===== src/rtl/fetch_queue_if.sv =====
// Fetch front-end bundle: jump redirect, instruction memory port and decode handshake.
interface fetch_queue_if #(
  parameter int unsigned ADDR_WIDTH = 4,
  parameter int unsigned INST_WIDTH = 8
);
  logic                  jump_flag;
  logic [ADDR_WIDTH-1:0] jump_addr;
  logic                  imem_en;
  logic [ADDR_WIDTH-1:0] imem_addr;
  logic [INST_WIDTH-1:0] imem_data;
  logic                  id_ready;
  logic                  inst_valid;
  logic [INST_WIDTH-1:0] inst;
  logic [ADDR_WIDTH-1:0] inst_addr;

  // Fetch unit side
  modport master (
    input  jump_flag, jump_addr, imem_data, id_ready,
    output imem_en, imem_addr, inst_valid, inst, inst_addr
  );

  // Environment side (memory, decode, mem-access stage)
  modport slave (
    output jump_flag, jump_addr, imem_data, id_ready,
    input  imem_en, imem_addr, inst_valid, inst, inst_addr
  );
endinterface


===== src/rtl/fetch_queue.sv =====
// Instruction fetch front end: owns the PC, issues reads to a synchronous
// instruction memory and buffers {inst, addr} pairs for decode.
module fetch_queue #(
  parameter int unsigned ADDR_WIDTH = 4,
  parameter int unsigned INST_WIDTH = 8,
  parameter int unsigned DEPTH      = 4
) (
  input logic            clk,
  input logic            rst,
  fetch_queue_if.master  bus
);
  localparam int unsigned PtrW  = (DEPTH > 1) ? $clog2(DEPTH) : 1;
  localparam int unsigned CntW  = PtrW + 1;
  localparam int unsigned CredW = CntW + 1;

  logic [ADDR_WIDTH-1:0] r_pc;
  logic [ADDR_WIDTH-1:0] r_issued_addr;
  logic                  r_inflight;
  logic [PtrW-1:0]       r_rd_ptr;
  logic [PtrW-1:0]       r_wr_ptr;
  logic [CntW-1:0]       r_count;
  logic [INST_WIDTH-1:0] r_inst_mem [DEPTH];
  logic [ADDR_WIDTH-1:0] r_addr_mem [DEPTH];

  logic                  w_valid;
  logic                  w_pop;
  logic                  w_push;
  logic                  w_issue;
  logic [CredW-1:0]      w_credit;

  // Occupancy credit includes the in-flight read so a stalled queue never overflows
  always_comb begin
    w_valid  = (r_count != '0);
    w_pop    = w_valid & bus.id_ready;
    w_push   = r_inflight & ~bus.jump_flag;
    w_credit = CredW'(r_count) + CredW'(r_inflight) - CredW'(w_pop);
    w_issue  = ~rst & ~bus.jump_flag & (w_credit < CredW'(DEPTH));
  end

  assign bus.imem_en    = w_issue;
  assign bus.imem_addr  = r_pc;
  assign bus.inst_valid = w_valid;
  assign bus.inst       = r_inst_mem[r_rd_ptr];
  assign bus.inst_addr  = r_addr_mem[r_rd_ptr];

  // PC, in-flight tracking, pointers and count; a jump flushes and overrides any pop
  always_ff @(posedge clk or posedge rst) begin
    if (rst) begin
      r_pc          <= '0;
      r_issued_addr <= '0;
      r_inflight    <= 1'b0;
      r_rd_ptr      <= '0;
      r_wr_ptr      <= '0;
      r_count       <= '0;
    end else if (bus.jump_flag) begin
      r_pc       <= bus.jump_addr;
      r_inflight <= 1'b0;
      r_rd_ptr   <= '0;
      r_wr_ptr   <= '0;
      r_count    <= '0;
    end else begin
      if (w_issue) begin
        r_pc          <= r_pc + ADDR_WIDTH'(1);
        r_issued_addr <= r_pc;
      end
      r_inflight <= w_issue;
      if (w_push) r_wr_ptr <= r_wr_ptr + PtrW'(1);
      if (w_pop)  r_rd_ptr <= r_rd_ptr + PtrW'(1);
      unique case ({w_push, w_pop})
        2'b10:   r_count <= r_count + CntW'(1);
        2'b01:   r_count <= r_count - CntW'(1);
        default: r_count <= r_count;
      endcase
    end
  end

  // Entry storage; reset to zero so the head is deterministic while empty
  always_ff @(posedge clk or posedge rst) begin
    if (rst) begin
      for (int i = 0; i < DEPTH; i++) begin
        r_inst_mem[i] <= '0;
        r_addr_mem[i] <= '0;
      end
    end else if (w_push) begin
      r_inst_mem[r_wr_ptr] <= bus.imem_data;
      r_addr_mem[r_wr_ptr] <= r_issued_addr;
    end
  end
endmodule


===== src/flat_wrapper.sv =====
// flat-port wrapper written by rule: the top's interface ports become plain ports
module fetch_queue_flat 
#(
  parameter int unsigned ADDR_WIDTH = 4,
  parameter int unsigned INST_WIDTH = 8,
  parameter int unsigned DEPTH      = 4
)
  (clk, rst, bus_jump_flag, bus_jump_addr, bus_imem_data, bus_id_ready, bus_imem_en, bus_imem_addr, bus_inst_valid, bus_inst, bus_inst_addr);
  fetch_queue_if #(.ADDR_WIDTH(ADDR_WIDTH), .INST_WIDTH(INST_WIDTH)) bus_i ();
  input logic clk;
  input logic rst;
  input wire logic [$bits(bus_i.jump_flag)-1:0] bus_jump_flag;
  input wire logic [$bits(bus_i.jump_addr)-1:0] bus_jump_addr;
  input wire logic [$bits(bus_i.imem_data)-1:0] bus_imem_data;
  input wire logic [$bits(bus_i.id_ready)-1:0] bus_id_ready;
  output wire logic [$bits(bus_i.imem_en)-1:0] bus_imem_en;
  output wire logic [$bits(bus_i.imem_addr)-1:0] bus_imem_addr;
  output wire logic [$bits(bus_i.inst_valid)-1:0] bus_inst_valid;
  output wire logic [$bits(bus_i.inst)-1:0] bus_inst;
  output wire logic [$bits(bus_i.inst_addr)-1:0] bus_inst_addr;
  assign bus_i.jump_flag = bus_jump_flag;
  assign bus_i.jump_addr = bus_jump_addr;
  assign bus_i.imem_data = bus_imem_data;
  assign bus_i.id_ready = bus_id_ready;
  assign bus_imem_en = bus_i.imem_en;
  assign bus_imem_addr = bus_i.imem_addr;
  assign bus_inst_valid = bus_i.inst_valid;
  assign bus_inst = bus_i.inst;
  assign bus_inst_addr = bus_i.inst_addr;
  fetch_queue #(.ADDR_WIDTH(ADDR_WIDTH), .INST_WIDTH(INST_WIDTH), .DEPTH(DEPTH)) u_core (.clk(clk), .rst(rst), .bus(bus_i));
endmodule

===== config.mk =====
export PLATFORM = sky130hd
export DESIGN_NAME = fetch_queue_flat
export DESIGN_NICKNAME = d
export VERILOG_FILES = /design/src/rtl/fetch_queue_if.sv /design/src/rtl/fetch_queue.sv /design/src/flat_wrapper.sv
export SDC_FILE = /design/constraint.sdc
export NUM_CORES = 1
export LEC_CHECK = 0
export BUFFER_PORTS_ARGS = -buffer_cell sky130_fd_sc_hd__buf_2
export CAP_MARGIN = 20
export CELL_PAD_IN_SITES_DETAIL_PLACEMENT = 1
export CELL_PAD_IN_SITES_GLOBAL_PLACEMENT = 2
export CORE_AREA = 8 8 101 103
export CTS_BUF_LIST = sky130_fd_sc_hd__clkbuf_8 sky130_fd_sc_hd__clkbuf_16
export DETAILED_ROUTE_END_ITERATION = 8
export DIE_AREA = 0 0 109 111
export HOLD_SLACK_MARGIN = 0.1
export PLACE_DENSITY_LB_ADDON = 0.1
export SYNTH_ARGS = -nofsm -noshare
export SYNTH_HDL_FRONTEND = slang
export SYNTH_SLANG_ARGS = --single-unit

===== constraint.sdc =====
create_clock -name clk -period 2.8 [get_ports clk]
set_input_delay 0.28 -clock clk [delete_from_list [all_inputs] [get_ports clk]]
set_output_delay 0.28 -clock clk [all_outputs]
set_load 0.02 [all_outputs]

==> run summary <==
The run finished, with violations left. The checks that failed: setup timing. The worst vdd rail ir drop came out at 0.491 mV. The final estimated routing congestion in global placement came out at 0.729. The area share of and/or/nand/nor cells after synthesis is 0.0718. The clock sink count is 64. The initial antenna violation count came out at 0. The area fraction in compound gates after synthesis came to 0.0478. The number of max-slew violations in the final report came to 0. Leaving out fill and tap cells, the most frequent cells in the layout are sky130_fd_sc_hd__dfrtp_1 (63), sky130_fd_sc_hd__mux2_2 (48), sky130_fd_sc_hd__buf_2 (32).

The DRC violation count after routing came out at 0. Of the total synthesized cell area, the portion taken by XOR and XNOR cells is 0.0112. In the global route stage, met1 resource usage came out at 0.154. Setup repair after global routing could not meet its margin everywhere.

The power density of the placed cells came out at 1060 mW/mm^2. Timing analysis after detailed placement gives a worst setup slack of -0.0369 ns. The maximum level of the CTS H-tree is 3.

The tool flagged a number of max-cap violations equal to 0. The residual overflow from global routing came out at 0. The share of cells above drive strength 1 came out at 0.521. The summed instance area of the synthesized netlist came out at 0.00312 mm^2. The violation count after the first detailed-route iteration came out at 31.

The largest incremental delay on the critical path is 0.53 ns. The commonest non-fill, non-tap cell in the layout is sky130_fd_sc_hd__dfrtp_1. Synthesis handed over a netlist of 225 instances. In this run the worst path has a maximum fanout of 5. The count of pins on the block boundary is 34.

The number of distinct standard cells referenced by the synthesized netlist is 43. The aggregate routed wire length is 6640 um. Counting flops and latches in the post-synthesis netlist gives 64.

The worst hold path belongs to the class in -> reg. The slowest stage of the critical path belongs to the cell sky130_fd_sc_hd__or4_4. The largest family of logic cells by synthesized area is multiplexers. The number of clock buffers inserted by TritonCTS is 9. The number of endpoints with negative hold slack in the final report was 0.

In the global route stage, met3 resource usage came out at 0.0430. The number of inserted diodes came out at 0. The clock tree from TritonCTS is yes.

The mux share of post-synthesis cell area is 0.286. Walking the worst path, the cells encountered are o31ai_4 -> inv_2 -> ha_4 -> inv_2 -> ha_4 -> and3b_4 -> or4_4 -> a311oi_2 -> buf_4. The worst setup path is launched from a flop. In this run the core area contains 34 standard-cell rows. The worst setup path is captured at an output pin. The aggregate global-route resource usage is 0.121. In the finished design, the share of the clock period the worst path needs comes to 1.07. The number of warning messages in the yosys log came out at 0. The clock insertion delay at the later pin of the skew report is 0.34 ns. The average cell area after synthesis is 13.9 um^2. The minimum clock period after layout came out at 3.01 ns. Broken down by cell family, the worst path's largest delay share belongs to simple AND/OR/NAND/NOR gates. Synthesis produced a netlist with a net count of 250. From bottom edge to top edge, the die measures 111 um. The layer carrying the most global-route usage is met2. At the worst endpoint, the required time is 2.52 ns.

The final net count is 300. The number of buffer cells added on primary ports came out at 33. The maximum number of pins on one net before global-route repair came out at 60. The number of instances in the placed design is 365. The number of buffer and inverter instances along the worst setup path came out at 3. The worst slew margin relative to its limit is 0.502. Setup violations remaining at the end of the flow were counted as 1. The area of the placeable core came out at 0.00855 mm^2. The CTS clock-pin slew for the worst setup and hold paths is 0.07 ns. The clock tree skew after final layout is 0.0114 ns. The tree is rooted in a sky130_fd_sc_hd__clkbuf_8. The sequential fraction of the synthesis area came out at 0.514. The count of antenna-violating nets left after detailed routing came out at 0. The area share of fa/ha/maj cells after synthesis came out at 0.0385. The final instance count without filler cells came out at 388. The detailed-routing iteration count for the pre-antenna-repair pass came out at 4. The transition at the pin with the smallest max-transition slack came out at 0.746 ns. The via count of the first global-routing pass is 2,168. After filler insertion, the fill cell instance count of the layout stands at 919. In the routed layout, each cell is associated on average with a via count of 5.06.

The first global-routing pass estimated 11,300 um of wire. The via count is 1,962. The worst-case clock buffer depth came out at 2. The arrival time at the worst endpoint came out at 2.73 ns. The worst setup margin came out at -0.209 ns.

The placed wire-length estimate is 4560 um. The area enclosed by the die boundary came out at 0.0121 mm^2. The overall die width is 109 um. The worst hold slack came out at 0.199 ns.

The initial utilization of the core area, before any placement, comes to 0.365. The area added between synthesis and finish is 20.3%. The maximum clock frequency came out at 0.332 GHz.

The average detailed-routed wire length per instance came out at 17.1 um. The startpoint-to-endpoint class of the critical path is reg -> out. The met2 demand-to-capacity share in global routing came out at 0.187. The reported leakage power is 0.00174 uW.
==> per-layer routing <==
metal | wire length, um | vias up
met1 | 3020 | 1000
met2 | 3240 | 30
li1 | - | 924
met3 | 297 | 8
met5 | 0 | -
met4 | 77 | 0
==> final timing paths <==
path | from | end | slack [ns] | depth (start not counted)
setup / recovery | u_core.r_count[2] | bus_imem_en | -0.21 | 9
hold / removal | bus_jump_addr[2] | u_core.bus.imem_addr[2] | 0.20 | 3
min in group asynchronous | rst | u_core.r_count[1] | 0.48 | 3
hold reg to reg | u_core.r_inst_mem[14] | u_core.r_inst_mem[14] | 0.50 | 1
max in group asynchronous | rst | u_core.r_addr_mem[10] | 1.34 | 4
setup reg to reg | u_core.r_count[2] | u_core.r_issued_addr[3] | 0.03 | 10
==> tightest hold or removal path: cells and delay by family <==
kind / cells / cell delay (ns)
buffers and inverters: 1 / 0.08
AO/OA/AOI/OAI: 2 / 0.13
==> final cells by class <==
type / count / area [um^2] / share of cell area
sequential: 64 / 1600 / 0.427
multi-input combinational: 138 / 1470 / 0.392
clock inverter: 5 / 31.3 / 0.00834
inverter: 10 / 37.5 / 0.0100
tap: 108 / 135 / 0.0360
clock buffer: 11 / 151 / 0.0404
timing repair buffer: 52 / 320 / 0.0854
==> metrics by stage <==
step,cell area (um^2),total power (uW),util,TNS (ns)
2_1_floorplan,3170,2700,-,-0.437
3_3_place_gp,3490,3230,0.409,-0.0236
3_5_place_dp,3490,3260,0.409,-0.136
4_1_cts,3740,4030,0.437,-0.409
5_1_grt,3750,4280,0.439,-0.507
6_report,3750,3980,0.439,-0.209
==> timing repair <==
action / CTS / global route
gates resized for setup: 4 / 2
endpoints found under the hold margin: 5 / 0
setup buffers: 5 / 1
endpoints found under the setup margin: 6 / 7
pin swaps: 4 / 3
hold buffers: 1 / 0
==> synthesized netlist by cell type <==
| library cell | instances | share of area |
|---|---|---|
| sky130_fd_sc_hd__a211oi_1 | 2 | 0.0048 |
| sky130_fd_sc_hd__a21oi_1 | 3 | 0.0048 |
| sky130_fd_sc_hd__a22o_1 | 1 | 0.0028 |
| sky130_fd_sc_hd__a311oi_1 | 1 | 0.0028 |
| sky130_fd_sc_hd__a311oi_4 | 1 | 0.0084 |
| sky130_fd_sc_hd__a31oi_1 | 1 | 0.0020 |
| sky130_fd_sc_hd__and2_1 | 1 | 0.0020 |
| sky130_fd_sc_hd__and3_1 | 2 | 0.0040 |
| sky130_fd_sc_hd__and3b_4 | 1 | 0.0040 |
| sky130_fd_sc_hd__and4_2 | 1 | 0.0032 |
| sky130_fd_sc_hd__buf_1 | 1 | 0.0012 |
| sky130_fd_sc_hd__buf_2 | 4 | 0.0064 |
| sky130_fd_sc_hd__clkbuf_1 | 7 | 0.0084 |
| sky130_fd_sc_hd__clkdlybuf4s15_1 | 1 | 0.0032 |
| sky130_fd_sc_hd__dfrtp_1 | 64 | 0.51 |
| sky130_fd_sc_hd__fa_1 | 1 | 0.0064 |
| sky130_fd_sc_hd__ha_1 | 8 | 0.032 |
| sky130_fd_sc_hd__inv_1 | 10 | 0.012 |
| sky130_fd_sc_hd__mux2_2 | 48 | 0.17 |
| sky130_fd_sc_hd__mux2_4 | 4 | 0.019 |
| sky130_fd_sc_hd__mux2i_1 | 2 | 0.0064 |
| sky130_fd_sc_hd__mux4_2 | 12 | 0.087 |
| sky130_fd_sc_hd__nand2_1 | 8 | 0.0096 |
| sky130_fd_sc_hd__nand2b_1 | 1 | 0.0020 |
| sky130_fd_sc_hd__nand3_1 | 3 | 0.0048 |
| sky130_fd_sc_hd__nand4_1 | 1 | 0.0020 |
| sky130_fd_sc_hd__nor2_1 | 9 | 0.011 |
| sky130_fd_sc_hd__nor2b_1 | 2 | 0.0040 |
| sky130_fd_sc_hd__nor3_1 | 2 | 0.0032 |
| sky130_fd_sc_hd__nor3b_1 | 1 | 0.0024 |
| sky130_fd_sc_hd__nor4_1 | 2 | 0.0040 |
| sky130_fd_sc_hd__nor4b_1 | 2 | 0.0056 |
| sky130_fd_sc_hd__o211ai_1 | 1 | 0.0024 |
| sky130_fd_sc_hd__o21a_1 | 1 | 0.0024 |
| sky130_fd_sc_hd__o21ai_0 | 3 | 0.0048 |
| sky130_fd_sc_hd__o311ai_0 | 1 | 0.0028 |
| sky130_fd_sc_hd__o31ai_1 | 4 | 0.0096 |
| sky130_fd_sc_hd__or2_2 | 1 | 0.0020 |
| sky130_fd_sc_hd__or3_2 | 1 | 0.0024 |
| sky130_fd_sc_hd__or4_1 | 1 | 0.0024 |
| sky130_fd_sc_hd__or4b_1 | 1 | 0.0032 |
| sky130_fd_sc_hd__xnor2_1 | 3 | 0.0084 |
| sky130_fd_sc_hd__xor2_1 | 1 | 0.0028 |
==> state kept, by name, summed over array words and instances (netlist names) <==
signal,cells
u_core.r_inst_mem,32
u_core.r_addr_mem,16
u_core.bus.imem_addr,4
u_core.r_issued_addr,4
u_core.r_count,3
u_core.r_rd_ptr,2
u_core.r_wr_ptr,2
u_core.r_inflight,1
==> where the power goes <==
group | internal [uW] | switching (uW) | total, uW
combinational | 933 | 840 | 1770
sequential | 1240 | 246 | 1490
clock | 366 | 355 | 721
==> cells by family after synthesis <==
family / after synthesis
AOI/OAI and AO/OA: 19
xor gates and xnor gates: 4
adders and majority gates: 9
buffers and inverters: 23
DFF: 64
muxes: 66
and+or+nand+nor: 40
Note: power is estimated with default switching activity, not from simulation.
